**config.mk**
```make
export PLATFORM = sky130hd
export DESIGN_NAME = floatingpoint_divider_seq
export DESIGN_NICKNAME = d
export VERILOG_FILES = /design/src/rtl/floatingpoint_divider_seq.sv
export SDC_FILE = /design/constraint.sdc
export NUM_CORES = 1
export LEC_CHECK = 0
export CORE_ASPECT_RATIO = 1.25
export CORE_UTILIZATION = 55
export CTS_BUF_LIST = sky130_fd_sc_hd__clkbuf_4 sky130_fd_sc_hd__clkbuf_8 sky130_fd_sc_hd__clkbuf_16
export CTS_CLUSTER_SIZE = 28
export DETAILED_ROUTE_END_ITERATION = 7
export PLACE_DENSITY = 0.78
export SKIP_LAST_GASP = 1
export SLEW_MARGIN = 20
export SYNTH_ARGS = -nofsm -noshare
export SYNTH_HDL_FRONTEND = slang
export SYNTH_SLANG_ARGS = --single-unit
```
**constraint.sdc**
```tcl
create_clock -name clk_i -period 5.5 [get_ports clk_i]
set_clock_uncertainty 0.2 [all_clocks]
set_input_delay 1.1 -clock clk_i [delete_from_list [all_inputs] [get_ports clk_i]]
set_output_delay 1.1 -clock clk_i [all_outputs]
set_load 0.1 [all_outputs]
```
**src/rtl/floatingpoint_divider_seq.sv**
```systemverilog
// Sequential IEEE-754 single-precision divider: restoring mantissa division, one quotient bit per clock.
// Optional macro FPDIV_SPECIAL_EN adds zero/inf/NaN operand classification that bypasses DIV.
module floatingpoint_divider_seq #(
  parameter int DATA_WIDTH = 32,
  parameter int Q_BITS     = 25
) (
  input  logic                  clk_i,
  input  logic                  rst_ni,
  input  logic [DATA_WIDTH-1:0] dataA_i,
  input  logic [DATA_WIDTH-1:0] dataB_i,
  input  logic                  valid_i,
  output logic                  ready_o,
  output logic [DATA_WIDTH-1:0] data_o,
  output logic                  valid_o,
  input  logic                  ready_i
);

  localparam int CNT_W = $clog2(Q_BITS);

  typedef enum logic [1:0] {IDLE, DIV, NORM, OUT} state_e;

  state_e                 state_q, state_d;
  logic                   sign_q, sign_d;
  logic signed [9:0]      expDiff_q, expDiff_d;
  logic [25:0]            rem_q, rem_d;
  logic [23:0]            divisor_q, divisor_d;
  logic [Q_BITS-1:0]      quot_q, quot_d;
  logic [CNT_W-1:0]       cnt_q, cnt_d;
  logic [DATA_WIDTH-1:0]  data_q, data_d;
  logic                   valid_q, valid_d;
  logic                   special_q, special_d;
  logic [DATA_WIDTH-1:0]  specialRes_q, specialRes_d;

  logic                   specialHit;
  logic [DATA_WIDTH-1:0]  specialWord;
  logic [25:0]            remSub;
  logic [22:0]            normMant;
  logic signed [9:0]      normExp;

`ifdef FPDIV_SPECIAL_EN
  logic aZero, bZero, aInf, bInf, aNan, bNan, resSign;

  // Denormals count as zero; exponent 255 splits into inf/NaN by mantissa.
  always_comb begin
    aZero      = (dataA_i[30:23] == 8'h00);
    bZero      = (dataB_i[30:23] == 8'h00);
    aInf       = (dataA_i[30:23] == 8'hFF) && (dataA_i[22:0] == 23'h0);
    bInf       = (dataB_i[30:23] == 8'hFF) && (dataB_i[22:0] == 23'h0);
    aNan       = (dataA_i[30:23] == 8'hFF) && (dataA_i[22:0] != 23'h0);
    bNan       = (dataB_i[30:23] == 8'hFF) && (dataB_i[22:0] != 23'h0);
    resSign    = dataA_i[31] ^ dataB_i[31];
    specialHit = aZero | bZero | aInf | bInf | aNan | bNan;
    if (aNan || bNan || (aZero && bZero) || (aInf && bInf)) begin
      specialWord = 32'h7FC00000;
    end else if (bZero || aInf) begin
      specialWord = {resSign, 8'hFF, 23'h0};
    end else begin
      specialWord = {resSign, 31'h0};
    end
  end
`else
  assign specialHit  = 1'b0;
  assign specialWord = '0;
`endif

  always_comb begin
    state_d      = state_q;
    sign_d       = sign_q;
    expDiff_d    = expDiff_q;
    rem_d        = rem_q;
    divisor_d    = divisor_q;
    quot_d       = quot_q;
    cnt_d        = cnt_q;
    data_d       = data_q;
    valid_d      = valid_q;
    special_d    = special_q;
    specialRes_d = specialRes_q;
    remSub       = rem_q;
    normMant     = '0;
    normExp      = '0;

    case (state_q)
      IDLE: begin
        if (valid_i) begin
          sign_d       = dataA_i[31] ^ dataB_i[31];
          expDiff_d    = $signed({2'b00, dataA_i[30:23]}) - $signed({2'b00, dataB_i[30:23]});
          rem_d        = {2'b00, 1'b1, dataA_i[22:0]};
          divisor_d    = {1'b1, dataB_i[22:0]};
          quot_d       = '0;
          cnt_d        = CNT_W'(Q_BITS - 1);
          special_d    = specialHit;
          specialRes_d = specialWord;
          state_d      = specialHit ? NORM : DIV;
        end
      end
      DIV: begin
        if (rem_q >= {2'b00, divisor_q}) begin
          quot_d[cnt_q] = 1'b1;
          remSub        = rem_q - {2'b00, divisor_q};
        end
        rem_d = remSub << 1;
        cnt_d = cnt_q - 1'b1;
        if (cnt_q == '0) begin
          state_d = NORM;
        end
      end
      NORM: begin
        // Quotient lies in [0.5, 2): pick the leading one and bias accordingly, truncating.
        if (quot_q[24]) begin
          normMant = quot_q[23:1];
          normExp  = expDiff_q + 10'sd127;
        end else begin
          normMant = quot_q[22:0];
          normExp  = expDiff_q + 10'sd126;
        end
        if (special_q) begin
          data_d = specialRes_q;
        end else if (normExp >= 10'sd255) begin
          data_d = {sign_q, 8'hFF, 23'h0};
        end else if (normExp <= 10'sd0) begin
          data_d = {sign_q, 31'h0};
        end else begin
          data_d = {sign_q, normExp[7:0], normMant};
        end
        valid_d = 1'b1;
        state_d = OUT;
      end
      OUT: begin
        if (ready_i) begin
          valid_d = 1'b0;
          state_d = IDLE;
        end
      end
      default: state_d = IDLE;
    endcase
  end

  always_ff @(posedge clk_i) begin
    if (!rst_ni) begin
      state_q      <= IDLE;
      sign_q       <= 1'b0;
      expDiff_q    <= '0;
      rem_q        <= '0;
      divisor_q    <= '0;
      quot_q       <= '0;
      cnt_q        <= '0;
      data_q       <= '0;
      valid_q      <= 1'b0;
      special_q    <= 1'b0;
      specialRes_q <= '0;
    end else begin
      state_q      <= state_d;
      sign_q       <= sign_d;
      expDiff_q    <= expDiff_d;
      rem_q        <= rem_d;
      divisor_q    <= divisor_d;
      quot_q       <= quot_d;
      cnt_q        <= cnt_d;
      data_q       <= data_d;
      valid_q      <= valid_d;
      special_q    <= special_d;
      specialRes_q <= specialRes_d;
    end
  end

  assign ready_o = (state_q == IDLE);
  assign data_o  = data_q;
  assign valid_o = valid_q;

endmodule

```
Yosys cells after proc, flatten, opt, wreduce, memory -nomap -nowiden
Cells that the tools add are included.
{"block": "totals", "word_cells": 59, "in_bits": 68, "register_bits": 126, "output_inout_bits": 34}
{"block": "op_classes", "n_bitwise": 2, "n_eq_ne": 7, "magnitude_cmp": 5, "n_addsub": 5, "n_mux": 21, "n_reduce_logical": 10}
{"operator": "$mux 25", "n": 3}
{"operator": "$mux 31", "n": 2}
{"operator": "$pmux 26 s2", "n": 1}
{"operator": "$pmux 25 s2", "n": 1}
{"operator": "$ge 26x24->1", "n": 1}
{"operator": "$mux 26", "n": 1}
{"operator": "$or 25x25->25", "n": 1}
{"operator": "$sub 25x24->25", "n": 1}
{"operator": "$mux 23", "n": 1}
{"operator": "$add 10x8->10 const B", "n": 2}
{"operator": "$mux 10", "n": 2}
{"operator": "$ge 10x9->1 const B", "n": 1}
{"operator": "$le 10x1->1 const B", "n": 1}
{"operator": "$pmux 5 s2", "n": 1}
{"operator": "$sub 8x8->9", "n": 1}
{"operator": "$ne 2x2->1 const B", "n": 4}
{"operator": "$pmux 2 s4", "n": 1}
{"operator": "$lt 5x6->1 const B", "n": 1}
{"operator": "$mux 2", "n": 3}
{"operator": "$reduce_and 2->1", "n": 3}
{"operator": "$reduce_and 3->1", "n": 2}
{"operator": "$demux 1 s5", "n": 1}
{"operator": "$ge 5x1->1 const B", "n": 1}
{"operator": "$logic_not 5->1", "n": 1}
{"operator": "10 further kinds", "n": 13}

Logic depth before layout (Yosys ltp)
Gate-level depths: netlist (run 1).
{"block": "depth", "ltp_word": 7, "ltp_mapped": 14, "ltp_nobuf": 12}

Worst setup path before layout (run 1)
No wires, ideal clock.
{"block": "synth_path", "path_type": "input port to flip-flop", "startpoint": "input port dataA_i[23]", "endpoint": "register expDiff_q[8]", "stages": 12, "setup_time_ns": 0.128, "path_buffers": 0, "t_required_ns": 5.172, "path_slack_ns": 2.602, "arrival_ns": 2.571, "path_cell_list": "inv_1 ha_1 fa_1 nor2b_1 o21ai_0 nand2b_1 a21o_1 a21o_1 a21o_1 a211oi_1 a21oi_1 nor2_1"}
{"block": "synth_via", "elab_chain_len": 1}
{"element": "from (decl)", "line_no": "9", "rtl": "input logic [DATA_WIDTH-1:0] dataA_i,"}
{"element": "$sub 8x8->9", "line_no": "86", "rtl": "expDiff_d = $signed({2'b00, dataA_i[30:23]}) - $signed({2'b00, dataB_i[30:23]});"}
{"element": "to (signal assigned)", "line_no": "154", "rtl": "expDiff_q <= expDiff_d;"}
{"element": "to (decl)", "line_no": "24", "rtl": "logic signed [9:0] expDiff_q, expDiff_d;"}
Every way passes these cells.
A chain may end at the register's enable or synchronous reset.

Worst setup path in the final report (run 1)
{"block": "layout_path", "startpoint": "register state_q[0]", "endpoint": "output port ready_o"}
{"block": "layout_via", "elab_chain_len": 1}
{"element": "from (decl)", "line_no": "22", "rtl": "state_e state_q, state_d;"}
{"element": "from (signal assigned)", "line_no": "152", "rtl": "state_q <= state_d;"}
{"element": "$logic_not 2->1", "line_no": "166", "rtl": "assign ready_o = (state_q == IDLE);"}
{"element": "to (decl)", "line_no": "12", "rtl": "output logic ready_o,"}
Every way passes these cells.

==> results.cfg, run 1 <==
[worst_setup_path]
path_max_fanout = 7
rr_endpoint = rem_q[24]
reg2reg_from = rem_q[0]
r2r_cells = 13
max_stage_delay_ns = 1.19
critPathSlowestCell = clkdlybuf4s50_1
crit_start = state_q[0]
cp_data_required_time_ns = 4.20
path_cells = inv_1 > ha_1 > clkdlybuf4s50_1
worstSetupPathType = flop to output pin
ff2ff_setup_slack_ns = 1.83
critPathCaptureType = output pin
crit_path_start_kind = flop
worst_ep_arrival_time_ns = 2.38

[synth]
synth-edff-count = 0
syn_area_mm2 = 0.00708
syn_inst = 900
ys_seq_area_frac = 0.354
synth_cell_types = 61
synth_ff_type = dfxtp_1
ys_seq_elements = 125
syn_nets = 1012
synth_area_per_cell_um2 = 7.86
yosys_warnings = 0
synthArstFlopShare = 0

[final_layout]
final_area_mm2 = 0.00870
antennaDiodeCount = 0
nets = 1087
seqCellArea_mm2 = 0.00250
layout_common_cells = nand2_1 (156), dfxtp_1 (125), clkdlybuf4s50_1 (101)
fin_cells = 1152
num-fill-cells = 993
drive_gt1_frac = 0.0597
multiInputGateArea_mm2 = 0.00415
final_common_cell = nand2_1
final_util = 0.706
syn_to_final_growth_pct = 23.0

[power]
ir_worst_vdd_v = 0.000348
cellLeakagePower_nw = 3.37
powerDensity_mw_per_mm2 = 596

[sta]
fin_crit_ns = 3.68
period_share = 0.669
drv_slew = 0
relSlewSlack = 0.349
finalSetupTns_ns = 0
rsz0062_at_grt = no
hold_ws_ns = 0.249
setup_viol = 0
worst_slew_pin_slew_ns = 0.974
hold_viol_final = 0
fmax_ghz = 0.272

[clock_tree]
cts_root_buf = clkbuf_16
tritoncts = done
clock_latency_ns = 0.42
cts_htree_levels = 4
cts_setup_buffers = 0
clk_pin_slew_ns = 0.07
ctsHoldBuffers = 0
cts_buffer_depth = 2
cts_inserted_buffers = 17
clkSinkCount = 125
ctsResizeCount = 0

[global_routing]
grt_antenna_before_repair = 0
grt_overflow_total = 0
grt_pass1_vias = 6279
grt_use_total = 0.268
grt_start_max_net_pins = 40
grt_first_pass_wirelength_mm = 28.2

[routing]
totalWireLength_mm = 16.8
dr.pass1.iters = 5
route.detailed.drc = 0
wl_per_cell_um = 14.6
postRouteAntennaNets = 0
drt-initial-drc-count = 320
vias = 6569
viasPerCell = 5.70

[hold_path]
hold_depth = 2
hold_end = data_o[7]
hp-class = flop to flop
hp-start = data_o[7]

[floorplanning]
die-area_mm2 = 0.0133
pin_count = 102
die_h_um = 129
rows = 45
die_w_um = 103
start_util = 0.574
coreArea_mm2 = 0.0123

[status]
status = completed

[placement]
dpl_cell_area_mm2 = 0.00814
gp_congestion = 0.884
dp.final_hpwl_mm = 11.8
place_inst = 1120
io_buffers = 101

[run]
drv_cap = 0
==> cell type report <==
| class | count | share of cell area |
|---|---|---|
| multi-input cells | 670 | 0.477 |
| repair buffers | 112 | 0.126 |
| well taps | 164 | 0.0236 |
| flip-flops and latches | 125 | 0.288 |
| clock buffers | 17 | 0.0489 |
| clock inverters | 15 | 0.0162 |
| inverters | 49 | 0.0211 |
==> per-layer routing <==
layer  up-vias  share of wire  GRT usage
met1      3059           0.42      0.299
met3        47          0.033     0.0402
met4         0          0.031      0.131
li1       3287              -          -
met2       176           0.52      0.489
met5         -              0          0
==> state kept, by name (all words and copies together) (netlist names) <==
| register | flops |
|---|---|
| expDiff_q | 9 |
| cnt_q | 5 |
| divisor_q | 24 |
| quot_q | 25 |
| rem_q | 26 |
| sign_q | 1 |
| state_q | 2 |
| data_o | 32 |
| valid_o | 1 |
==> where the power goes <==
| group | internal (W) | total [W] | switching (W) |
|---|---|---|---|
| Combinational | 0.00109 | 0.00287 | 0.00178 |
| Clock | 0.000601 | 0.00108 | 0.000479 |
| Sequential | 0.00108 | 0.00124 | 0.000155 |
==> cells in the mapped netlist, types with 8 or more instances <==
cell type / instances / area, um^2
a211oi_1: 12 / 90.1
a21o_1: 21 / 158
a21oi_1: 73 / 365
a32o_1: 10 / 100
clkbuf_1: 42 / 158
dfxtp_1: 125 / 2500
ha_1: 42 / 526
inv_1: 49 / 184
mux2i_1: 33 / 330
nand2_1: 156 / 586
nand2b_1: 8 / 50.1
nand3_1: 13 / 65.1
nor2_1: 59 / 221
nor3_1: 14 / 70.1
o211ai_1: 14 / 105
o21ai_0: 89 / 445
xnor2_1: 16 / 140
xor2_1: 16 / 140
==> worst max path at each step <==
stage	end	slack, ns	cells after the start
CTS	ready_o	1.82	3
global route	rem_q[24]	1.56	13
floorplan	expDiff_q[8]	2.60	12
detailed placement	expDiff_q[8]	1.88	13
global placement	expDiff_q[7]	1.97	12
finish	ready_o	1.82	3
==> stage by stage <==
step	power [W]	worst slack, ns
after global routing	0.00557	1.56
after CTS	0.00518	1.82
after global placement	0.00403	1.97
after floorplan	0.00353	2.60
final	0.00519	1.82
after detailed placement	0.00406	1.88
==> cell families (layout without fill, tap and decap cells) <==
kind of cell | count (synthesis) | after routing | share of synthesized area
multiplexers | 35 | 35 | 0.0499
buffers and inverters | 105 | 193 | 0.0614
adder cells (fa/ha/maj) | 44 | 44 | 0.0799
AO/OA/AOI/OAI | 262 | 262 | 0.230
XOR/XNOR | 32 | 32 | 0.0396
flip-flops | 125 | 125 | 0.354
AND/OR/NAND/NOR | 297 | 297 | 0.186
==> worst max-delay path: cells and delay by family, from the launching register on <==
| kind | cells | cell delay [ns] |
|---|---|---|
| buffers and inverters | 2 | 1.29 |
| DFF | 1 | 0.34 |
| adders and majority gates | 1 | 0.33 |
(Power assumes the default switching activity.)
==> run 2, diff against run 1 <==
==> constraint.sdc (replaced) <==
create_clock -name clk_i -period 3.4 [get_ports clk_i]
set_clock_uncertainty 0.2 [all_clocks]
set_input_delay 0.68 -clock clk_i [delete_from_list [all_inputs] [get_ports clk_i]]
set_output_delay 0.68 -clock clk_i [all_outputs]
set_load 0.1 [all_outputs]
==> results.cfg, run 2 (synthesis gave the netlist of run 1 again) <==
[status]
status = completed

[routing]
dr.pass1.iters = 5
drt-initial-drc-count = 341
postRouteAntennaNets = 0
vias = 6565
totalWireLength_mm = 17.0
wl_per_cell_um = 14.6
viasPerCell = 5.64
route.detailed.drc = 0

[power]
powerDensity_mw_per_mm2 = 983
total_power_w = 0.00862
ir_worst_vdd_v = 0.000780
cellLeakagePower_nw = 3.51

[final_layout]
final_util = 0.711
final_common_cell = nand2_1
num-fill-cells = 987
largest_reg_flops = 32
syn_to_final_growth_pct = 23.9
nets = 1099
layout_common_cells = nand2_1 (154), dfxtp_1 (125), o21ai_0 (89)
drive_gt1_frac = 0.109
antennaDiodeCount = 0

[sta]
fmax_ghz = 0.316
fin_crit_ns = 3.16
setup_viol = 0
finalSetupTns_ns = 0
relSlewSlack = 0.600
fin_ws_ns = 0.236
hold_ws_ns = 0.248
hold_viol_final = 0
drv_slew = 0
rsz0062_at_grt = no
worst_slew_pin_slew_ns = 0.600
period_share = 0.931

[worst_setup_path]
path_depth = 13
max_stage_delay_ns = 0.43
path_max_fanout = 30
r2r_cells = 13
crit_path_start_kind = flop
critPathSlowestCell = fa_1
crit_buf_inv = 2
cp_data_required_time_ns = 3.57
critPathCaptureType = flop
ff2ff_setup_slack_ns = 0.24
path_cells = inv_1 > ha_1 > fa_1 > nor2b_4 > o31a_1 > o2111ai_2 > a21oi_2 > a41o_1 > a211oi_4 > buf_12 > a211o_1 > a311oi_1 > a31o_2
critical-path-top-delay-family = compound AO/OA/AOI/OAI gates
worst_ep_arrival_time_ns = 3.33
worstSetupPathType = flop to flop

[placement]
io_buffers = 101
place_ws_ns = 0.150
gp_congestion = 0.859
dp.final_hpwl_mm = 12.1

[floorplanning]
rows = 45
start_util = 0.574
die_w_um = 103
coreArea_mm2 = 0.0123
die-area_mm2 = 0.0133
pin_count = 102
die_h_um = 129

[global_routing]
grt_use_total = 0.274
grt_antenna_before_repair = 0
grt_pass1_vias = 6407
grt_start_max_net_pins = 36
grt_first_pass_wirelength_mm = 28.7
grt_overflow_total = 0

[hold_path]
hold_depth = 2
hp-class = flop to flop

[run]
drv_cap = 0

[clock_tree]
cts_buffer_depth = 2
ctsHoldBuffers = 0
cts_root_buf = clkbuf_16
clock_latency_ns = 0.42
cts_inserted_buffers = 17
tritoncts = done
cts_htree_levels = 4
clk_pin_slew_ns = 0.07
clkSinkCount = 125
## run 2: cell types whose count changed in the layout (fill, tap and decap cells not counted), moves of 2 or more
cell,change
buf_4,+44
clkdlybuf4s50_1,-34
clkinv_8,+3
buf_12,+2
nand2_1,-2
nand2_2,+2
## run 2: power breakdown
group	total [W]	switching (W)	internal, W
Combinational	0.00483	0.00293	0.00190
Clock	0.00179	0.000803	0.000986
Sequential	0.00200	0.000250	0.00175
## run 2: cell type report
cell class	instances	area [um^2]	share of cell area
Multi-Input combinational cell	670	4160	0.475
Sequential cell	125	2500	0.285
Timing Repair Buffer	124	1120	0.128
Clock buffer	17	425	0.0485
Tap cell	164	205	0.0234
Inverter	49	184	0.0210
Clock inverter	15	165	0.0188
## run 2: routing by layer
| metal | up-vias | global-route usage | wire length, um | part of all wire |
|---|---|---|---|---|
| met5 | - | 0 | 0 | 0 |
| met4 | 0 | 0.0928 | 250 | 0.015 |
| met3 | 26 | 0.0603 | 695 | 0.041 |
| met2 | 160 | 0.504 | 9040 | 0.53 |
| met1 | 3060 | 0.306 | 7060 | 0.41 |
| li1 | 3319 | - | - | - |
## run 2: tightest hold or removal path: stages, from the launching register on
cell and delay, ns:
dfxtp_1 0.31, nand2_1 0.05, o21ai_1 0.05
## run 2: metrics by stage
| stage | std cells | area, um^2 |
|---|---|---|
| final | 1164 | 8770 |
| after global routing | 1164 | 8770 |
| after CTS | 1163 | 8750 |
| after detailed placement | 1131 | 8160 |
| after global placement | 1131 | 8160 |
| after floorplan | 900 | 7080 |
## run 2: worst paths after layout
| path | endpoint | from |
|---|---|---|
| worst max-delay path | rem_q[5] | rem_q[0] |
| worst min-delay path | data_o[14] | data_o[14] |
| worst max register to register | rem_q[5] | rem_q[0] |
| worst min register to register | data_o[14] | data_o[14] |
## run 2: what timing repair did
| action | CTS | global route |
|---|---|---|
| buffers inserted | 0 | 1 |
| gates resized for setup | 0 | 4 |
| setup endpoints to repair | 0 | 27 |
| hold endpoints to repair | 0 | 0 |
==> run 3, diff against run 2 <==
--- a/config.mk
+++ b/config.mk
@@ -5,7 +5,7 @@
 export SDC_FILE = /design/constraint.sdc
 export NUM_CORES = 1
 export LEC_CHECK = 0
-export CORE_ASPECT_RATIO = 1.25
+export CORE_ASPECT_RATIO = 0.7
 export CORE_UTILIZATION = 55
 export CTS_BUF_LIST = sky130_fd_sc_hd__clkbuf_4 sky130_fd_sc_hd__clkbuf_8 sky130_fd_sc_hd__clkbuf_16
 export CTS_CLUSTER_SIZE = 28
==> results.cfg, run 3 (synthesis gave the netlist of run 1 again) <==
[worst_setup_path]
worstSetupPathType = flop to flop
max_stage_delay_ns = 0.42
critPathCaptureType = flop
critical-path-top-delay-family = compound AO/OA/AOI/OAI gates
crit_start = rem_q[0]
path_max_fanout = 28
worst_ep_arrival_time_ns = 3.36
crit_path_start_kind = flop
reg2reg_from = rem_q[0]
crit_buf_inv = 2
critPathSlowestCell = fa_1
cp_data_required_time_ns = 3.56
path_cells = inv_1 > ha_1 > fa_1 > nor2b_4 > o31a_1 > o2111ai_2 > a21oi_1 > a41o_1 > a211oi_4 > buf_12 > a211o_1 > a311oi_1 > a31o_2

[clock_tree]
tritoncts = done
cts_htree_levels = 4
clock_latency_ns = 0.41
cts_buffer_depth = 2
clkSinkCount = 125
clk_pin_slew_ns = 0.06
ctsHoldBuffers = 0
cts_inserted_buffers = 17
cts_root_buf = clkbuf_16

[sta]
setup_viol = 0
hold_viol_final = 0
period_share = 0.941
fmax_ghz = 0.313
fin_ws_ns = 0.201
finalSetupTns_ns = 0
hold_ws_ns = 0.256
worst_slew_pin_slew_ns = 0.704
drv_slew = 0
fin_crit_ns = 3.20
relSlewSlack = 0.531

[placement]
place_inst = 1126
gp_congestion = 0.882
dp.final_hpwl_mm = 12.5
io_buffers = 101
dpl_cell_area_mm2 = 0.00813
place_ws_ns = 0.118

[global_routing]
grt_antenna_before_repair = 0
grt_pass1_vias = 6030
grt_first_pass_wirelength_mm = 29.7
grt_overflow_total = 0
grt_start_max_net_pins = 33
grt_use_total = 0.278

[run]
drv_cap = 0

[hold_path]
hp-start = divisor_q[12]
hp-class = flop to flop

[routing]
totalWireLength_mm = 18.4
viasPerCell = 5.72
postRouteAntennaNets = 0
drt-initial-drc-count = 558
wl_per_cell_um = 15.8
dr.pass1.iters = 5
route.detailed.drc = 0
vias = 6642

[final_layout]
antennaDiodeCount = 0
syn_to_final_growth_pct = 23.3
drive_gt1_frac = 0.104
multiInputGateArea_mm2 = 0.00416
final_common_cell = nand2_1
layout_common_cells = nand2_1 (156), dfxtp_1 (125), o21ai_0 (89)
fin_cells = 1161
final_area_mm2 = 0.00872
seqCellArea_mm2 = 0.00250
num-fill-cells = 1026
largest_reg_flops = 32
nets = 1098

[power]
powerDensity_mw_per_mm2 = 990
ir_worst_vdd_v = 0.000660
cellLeakagePower_nw = 3.48

[floorplanning]
coreArea_mm2 = 0.0125
die_w_um = 138
pin_count = 102
die_h_um = 96.9
start_util = 0.568
die-area_mm2 = 0.0133
rows = 34

[status]
status = completed
==> run 3: path summary, 6_finish.rpt <==
check / endpoint / slack, ns / cells past startpoint
worst min register to register: divisor_q[12] / 0.26 / 2
worst min-delay path: divisor_q[12] / 0.26 / 2
worst max register to register: rem_q[5] / 0.20 / 13
worst max-delay path: rem_q[5] / 0.20 / 13
==> run 3: final cells by class <==
cell class              count  area share
flip-flops and latches    125       0.287
repair buffers            122       0.127
clock buffers              18      0.0496
well taps                 162      0.0232
inverters                  49      0.0211
multi-input cells         671       0.477
clock inverters            14      0.0152
==> run 3: per-stage QoR <==
| step | power (W) | util |
|---|---|---|
| floorplan | 0.00571 | - |
| global placement | 0.00668 | 0.652 |
| detailed placement | 0.00673 | 0.652 |
| CTS | 0.00852 | 0.698 |
| global route | 0.00923 | 0.700 |
| finish | 0.00864 | 0.700 |
==> run 3: where the power goes <==
part	switching, W	internal, W
Sequential	0.000249	0.00175
Clock	0.000724	0.00103
Combinational	0.00299	0.00190
==> run 3: timing repair <==
item	4_1_cts	5_1_grt
buffers inserted	0	2
gates resized for setup	0	1
endpoints found under the setup margin	0	39
==> run 3: worst min-delay path: stages, from the launching register on <==
cell	delay, ns
dfxtp_1	0.30
nand2_1	0.05
a21oi_1	0.05
==> run 3: per-layer routing <==
metal / share of wire / GRT usage / routed length, um / up-vias
li1: - / - / - / 3317
met1: 0.50 / 0.421 / 9140 / 3040
met2: 0.42 / 0.404 / 7680 / 269
met3: 0.079 / 0.0477 / 1460 / 16
met4: 0.0072 / 0.0626 / 132 / 0
met5: 0 / 0 / 0 / -
==> edit 1: new RTL, flow settings as in run 2 <==
`data_q` no longer has a reset.
--- a/src/rtl/floatingpoint_divider_seq.sv
+++ b/src/rtl/floatingpoint_divider_seq.sv
@@ -145,5 +145,4 @@
       quot_q       <= '0;
       cnt_q        <= '0;
-      data_q       <= '0;
       valid_q      <= 1'b0;
       special_q    <= 1'b0;
@@ -157,9 +156,12 @@
       quot_q       <= quot_d;
       cnt_q        <= cnt_d;
-      data_q       <= data_d;
       valid_q      <= valid_d;
       special_q    <= special_d;
       specialRes_q <= specialRes_d;
     end
+  end
+
+  always_ff @(posedge clk_i) begin
+    data_q <= data_d;
   end
 
Formal check against the unedited RTL: no difference found for any inputs over 10 cycles, from zero or initial values and one cycle with rst_ni low; that may be too few to reach the edited logic, so the function may still have changed.
==> edit 1 against run 2 <==
  * Sequential cell count stayed put
  * Wire length rose by 17%
  * Power up 19%
  * Synthesized area up 2.2%
  * Worst setup slack improved by 0.019 ns
  * Fmax rose by 0.60%
  * Combinational power rose by 24%
  * Critical path depth is the same
  * Global-route usage grew 2.7 points
  * Final area grew 2.5%
  * Clock power is 15% higher
  * Highest routed layer unchanged
==> edit 1: results (changes against run 2) <==
- Slew HR: 59.12% (-0.87 points)
- Router iterations before antenna repair: 5 (unchanged)
- Count of yosys warnings during synthesis: 0 (unchanged)
- First-pass GRT wire length: 32,240 um (+12%)
- CP arrival: 3.29 ns (-0.04 ns)
- Static leakage: 3.465 nW (-1.2%)
- Largest vdd supply drop: 0.0005347 V (-31%)
- Post-synthesis sequential area ratio: 39.04% (+3.7 points)
- Type of the tightest min-delay check: reg -> reg
- Deepest level of the CTS H-tree: 4 (unchanged)
- Final HPWL from detailed placement: 14,370 um (+19%)
- Post-Place Cell Area: 8312 um2 (+1.9%)
- WL per Instance: 17.90 um (+22%)
- Post-layout instance count excluding filler cells: 1,118 (-4.0%)
- Global-route met2 utilization: 58.04% (+7.6 points)
- Total Nets Final: 1,049 (-4.5%)
- Number of DRC markers after the initial detailed-route iteration: 363 (+6.5%)
- Number of setup violations in the final report: 0 (unchanged)
- Skew-Pair Late Insertion Delay: 0.42 ns (about the same)
- GR Util met3: 4.496% (-1.5 points)
- Post-CTS clock slew at the launch and capture registers of the worst setup and hold paths: 0.06 ns
- Post-CTS setup buffer count: 0 (unchanged)
- Number of cells upsized or downsized after cts: 0 (unchanged)
- Fillcell total: 1,042 (+5.6%)
- Number of antenna violations at the first check in global routing: 0 (unchanged)
- Count of flip-flops with a built-in enable after synthesis: 32 (+32)
- Inserted Clock Buffers: 17 (unchanged)
- CTS root buf: clkbuf_16
- Worst-case setup slack after placement: 0.1179 ns (-0.03157 ns)
- Max reg flops: 32 (unchanged)
- Total routing usage reported by global routing: 30.14% (+2.7 points)
- Maximum number of pins on one net before global-route repair: 48 (+33%)
- Sinks on the clock net: 125 (unchanged)
- Drt via density: 6.043 (+7.1%)
- Primary FF master, synth: dfxtp_1
- Number of unique standard cell types used by synthesis: 72 (+18%)
- Synth cell count leaders: 107 x nand2_1, 93 x dfxtp_1, 73 x nor2_1
- GRT Residual Overflow: 0 (unchanged)
- Setup slack of the worst register-to-register path: 0.25 ns (+0.02 ns)
- Synthesized netlist net count: 959 (-5.2%)
- Critical path peak fanout: 12 (-60%)
- Share of synthesized flip-flops with an asynchronous set or reset: 0% (unchanged)
- Number of antenna diodes: 0 (unchanged)
- # port buffers: 101 (unchanged)
- Top post-synthesis cells by area: dfxtp_1 26%, edfxtp_1 13%, ha_1 7.3%, nand2_1 5.6%, a21oi_1 4.8%
- Run status: finished, final reports clean
- GPL Wtd Cong: 0.8944 (+4.1%)
- Buffer depth of the longest clock path: 2 (unchanged)
- Final worst hold slack: 0.2577 ns (+0.009500 ns)
- Met1 global-route usage: 32.70% (+2.1 points)
- Post-synthesis area per instance: 8.537 um2 (+8.6%)
- Via count of the first global-routing pass: 6,708 (+4.7%)
- Fmax: 0.3179 GHz (+0.60%)
- Share of layout cells above drive strength 1: 10.74% (-0.16 points)
## edit 1: changes by cell type after synthesis, moves of 5 or more
cell,run 2,this run
nor3b_1,1,7
xor2_1,16,6
a21o_1,21,2
nor2_1,59,73
o21ai_0,89,50
edfxtp_1,0,32
dfxtp_1,125,93
a32o_1,10,26
clkbuf_1,42,37
nand2_1,156,107
## edit 1: layout make-up
| cell class | instances | area, um2 | area share, % |
|---|---|---|---|
| clock buffer | 18 | 432.9 | 4.818 |
| timing repair buffer | 121 | 1080 | 12.02 |
| multi-input combinational | 620 | 4014 | 44.67 |
| tap | 168 | 210.2 | 2.340 |
| inverter | 52 | 195.2 | 2.172 |
| clock inverter | 14 | 230.2 | 2.562 |
| sequential | 125 | 2823 | 31.42 |
## edit 1: kinds of logic after synthesis
family | count (synthesis) | share of synthesized area (%)
muxes | 32 | 4.464
AOI/OAI and AO/OA | 237 | 22.15
buffers and inverters | 102 | 5.589
xor gates and xnor gates | 22 | 2.665
adders and majority gates | 44 | 7.821
DFF | 125 | 39.04
and+or+nand+nor | 285 | 18.27
## edit 1: path summary, 6_finish.rpt
check / from / endpoint / cells after the start
setup / recovery: rem_q[0]$_SDFFE_PN0P_ / rem_q[10]$_SDFFE_PN0P_ / 13
setup reg to reg: rem_q[0]$_SDFFE_PN0P_ / rem_q[10]$_SDFFE_PN0P_ / 13
hold / removal: divisor_q[7]$_SDFFE_PN0P_ / divisor_q[7]$_SDFFE_PN0P_ / 2
hold reg to reg: divisor_q[7]$_SDFFE_PN0P_ / divisor_q[7]$_SDFFE_PN0P_ / 2
## edit 1: critical path: stages (launching register included)
cell      delay, ns
dfxtp_1        0.33
inv_1          0.07
ha_1           0.22
fa_1           0.38
nor2b_1        0.22
o31a_1         0.21
o31ai_1        0.08
buf_4          0.15
o211ai_2       0.21
a21oi_2        0.15
buf_4          0.21
buf_4          0.17
o311a_1        0.34
o21ai_0        0.14
## edit 1: report_power, final
part	internal, W	leakage (nW)	total [W]	switching, W
registers	0.00193	1.06	0.00223	0.000300
clock network	0.00133	0.322	0.00206	0.000736
logic	0.00216	2.09	0.00599	0.00384
total	0.00542	3.47	0.0103	0.00487
## edit 1: metrics by stage
| stage | power, W | utilization [%] |
|---|---|---|
| 2_1_floorplan | 0.006655 | - |
| 3_3_place_gp | 0.008011 | 65.05 |
| 5_1_grt | 0.01094 | 70.32 |
| 4_1_cts | 0.01023 | 70.24 |
| 6_report | 0.01029 | 70.32 |
| 3_5_place_dp | 0.008113 | 65.05 |
## edit 1: per-layer routing
layer  wire, um  vias up  share of wire (%)
met5          0        -                  0
met4        573        0                2.9
met3        894       46                4.5
met2      10820      243                 54
met1       7722     3223                 39
li1           -     3244                  -
==> edit 2: new RTL, settings of run 2 <==
Made on the original files. The parameter `Q_BITS` goes from 25 to 50.
--- a/src/rtl/floatingpoint_divider_seq.sv
+++ b/src/rtl/floatingpoint_divider_seq.sv
@@ -3,5 +3,5 @@
 module floatingpoint_divider_seq #(
   parameter int DATA_WIDTH = 32,
-  parameter int Q_BITS     = 25
+  parameter int Q_BITS     = 50
 ) (
   input  logic                  clk_i,
Check against the original RTL: same outputs for any inputs over 10 cycles, from zero or initial values and one cycle with rst_ni low; that may be too few to reach the edited logic, so the function may still have changed.
==> edit 2 against run 2 <==
  * Power increased by 9.0%
  * Via count about the same
  * Core utilization decreased by 1.7 points
  * Cell count increased by 0.34%
  * Wire length increased by 4.1%
  * Worst setup slack improved by 0.027 ns
  * Combinational power increased by 15%
  * Sequential cell count increased by 1
  * Synthesized area increased by 0.34%
  * Final area increased by 0.30%
  * Synthesized cell count decreased by 0.67%
  * Worst hold slack improved by 0.0048 ns
  * Critical path type unchanged
  * Critical endpoint is now quot_q[21]$_SDFFE_PN0P_
  * Largest power group unchanged
  * Highest routed layer unchanged
==> edit 2: results (changes against run 2) <==
- Run status: finished, final reports clean
- Skew-Pair Late Insertion Delay: 0.42 ns (about the same)
- Number of antenna diodes: 0 (unchanged)
- Number of unique standard cell types used by synthesis: 64 (+4.9%)
- Count of yosys warnings during synthesis: 0 (unchanged)
- Inserted Clock Buffers: 17 (unchanged)
- WL per Instance: 15.20 um (+3.8%)
- Slew at the pin closest to its max-slew limit: 0.7051 ns (+0.1050 ns)
- Number of antenna violations at the first check in global routing: 0 (unchanged)
- Max reg flops: 32 (unchanged)
- Largest vdd supply drop: 0.0007751 V (-0.62%)
- Post-CTS clock slew at the launch and capture registers of the worst setup and hold paths: 0.06 ns
- Post-layout instance count excluding filler cells: 1,168 (+0.34%)
- CP arrival: 3.23 ns (-0.10 ns)
- Synth cell count leaders: 140 x nand2_1, 126 x dfxtp_1, 80 x a21oi_1
- Final HPWL from detailed placement: 12,510 um (+3.5%)
- Met1 global-route usage: 31.14% (+0.58 points)
- Post-Place Cell Area: 8207 um2 (+0.60%)
- Routed via count: 6,570 (+0.076%)
- Number of DRC markers after the initial detailed-route iteration: 360 (+5.6%)
- Worst-case reg-to-reg path depth: 11 (-2)
- Primary FF master, synth: dfxtp_1
- Synthesized netlist net count: 1,003 (-0.89%)
- Static leakage: 3.484 nW (-0.69%)
- GPL Wtd Cong: 0.9146 (+6.4%)
- Compound-Gate Fraction of Synth Area: 23.76% (+0.80 points)
- Max-slew violation count: 0 (unchanged)
- GR Util met3: 4.728% (-1.3 points)
- Fillcell total: 1,066 (+8.0%)
- Global-route met2 utilization: 51.36% (+0.95 points)
- Top post-synthesis cells by area: dfxtp_1 36%, nand2_1 7.4%, ha_1 6.9%, a21oi_1 5.6%, mux2i_1 4.9%
- Router iterations before antenna repair: 5 (unchanged)
- Post-synthesis sequential area ratio: 35.53% (+0.16 points)
- Post-synthesis mux area share: 4.935% (-0.052 points)
- Buffer depth of the longest clock path: 2 (unchanged)
- Area share of xor/xnor cells in the synthesized design: 4.054% (+0.092 points)
- Post-CTS setup buffer count: 0 (unchanged)
- Setup TNS: 0 ns (unchanged)
- Via count of the first global-routing pass: 6,233 (-2.7%)
- Adder-cell share of the synthesized area: 7.437% (-0.56 points)
- Share of synthesized flip-flops with an asynchronous set or reset: 0% (unchanged)
- Share of layout cells above drive strength 1: 12.30% (+1.4 points)
- Critical path peak fanout: 19 (-37%)
- Post-synthesis area per instance: 7.941 um2 (+1.0%)
- # port buffers: 101 (unchanged)
- Maximum number of pins on one net before global-route repair: 42 (+17%)
- First-pass GRT wire length: 29,680 um (+3.3%)
- Cells after DPL: 1,136 (+0.44%)
- Total routing usage reported by global routing: 27.61% (+0.20 points)
[edit 2: changes by cell type after synthesis, moves of 6 or more]
cell            run 2  this run
o21ai_2             0        22
a21o_1             21        11
a31oi_1             6        14
nand3_1            13        19
xor2_1             16         7
o21ai_0            89        57
a21oi_1            73        80
a22oi_1             1        10
xnor2_1            16        24
nand2_1           156       140
inv_1              49        60
[edit 2: worst max-delay path, stage by stage, from the launching register on]
cell and delay (ns):
dfxtp_1 0.32, inv_1 0.05, ha_1 0.32, nor2b_1 0.17, o31a_1 0.27, o311ai_1 0.37
nand4_1 0.28, a31oi_2 0.32, buf_12 0.19, nand2_1 0.17, nand3_1 0.22, o21ai_0 0.13
[edit 2: kinds of logic (layout without fill, tap and decap cells)]
family / Yosys count / in the layout
XOR/XNOR: 32 / 32
multiplexers: 35 / 35
adder cells (fa/ha/maj): 41 / 41
AO/OA/AOI/OAI: 262 / 262
AND/OR/NAND/NOR: 291 / 291
flip-flops: 126 / 126
buffers and inverters: 107 / 213
[edit 2: where the power goes]
| group | leakage (nW) | switching, W | internal, W |
|---|---|---|---|
| registers | 1.03 | 0.000278 | 0.00178 |
| logic | 2.17 | 0.00340 | 0.00215 |
| clock network | 0.285 | 0.000727 | 0.00105 |
[edit 2: timing repair]
action	in CTS	in global routing
hold buffers	0	0
endpoints found under the hold margin	0	0
endpoints found under the setup margin	0	1
gates resized for setup	0	1
[edit 2: path summary, 6_finish.rpt]
path | start | end | slack [ns]
worst min-delay path | divisor_q[18]$_SDFFE_PN0P_ | divisor_q[18]$_SDFFE_PN0P_ | 0.25
worst min register to register | divisor_q[18]$_SDFFE_PN0P_ | divisor_q[18]$_SDFFE_PN0P_ | 0.25
worst max-delay path | divisor_q[2]$_SDFFE_PN0P_ | quot_q[21]$_SDFFE_PN0P_ | 0.26
worst max register to register | divisor_q[2]$_SDFFE_PN0P_ | quot_q[21]$_SDFFE_PN0P_ | 0.26
[edit 2: layout make-up]
cell class                      count  area share [%]
Tap cell                          168           2.390
Sequential cell                   126           28.69
Clock inverter                     13           1.466
Inverter                           60           2.561
Timing Repair Buffer              121           12.38
Clock buffer                       19           5.080
Multi-Input combinational cell    661           47.44
[edit 2: metrics by stage]
step           power, W  util [%]  setup slack [ns]
3_5_place_dp   0.007462     64.81            0.2445
5_1_grt         0.01005     69.45           0.04067
3_3_place_gp   0.007417     64.81            0.2763
6_report       0.009396     69.45            0.2633
4_1_cts        0.009291     69.36            0.2796
2_1_floorplan  0.006132         -            0.5242
[edit 2: routing by layer]
layer,wire length [um],share of wire [%]
met4,469,2.6
met3,757,4.3
met1,7421,42
met5,0,0
met2,9101,51
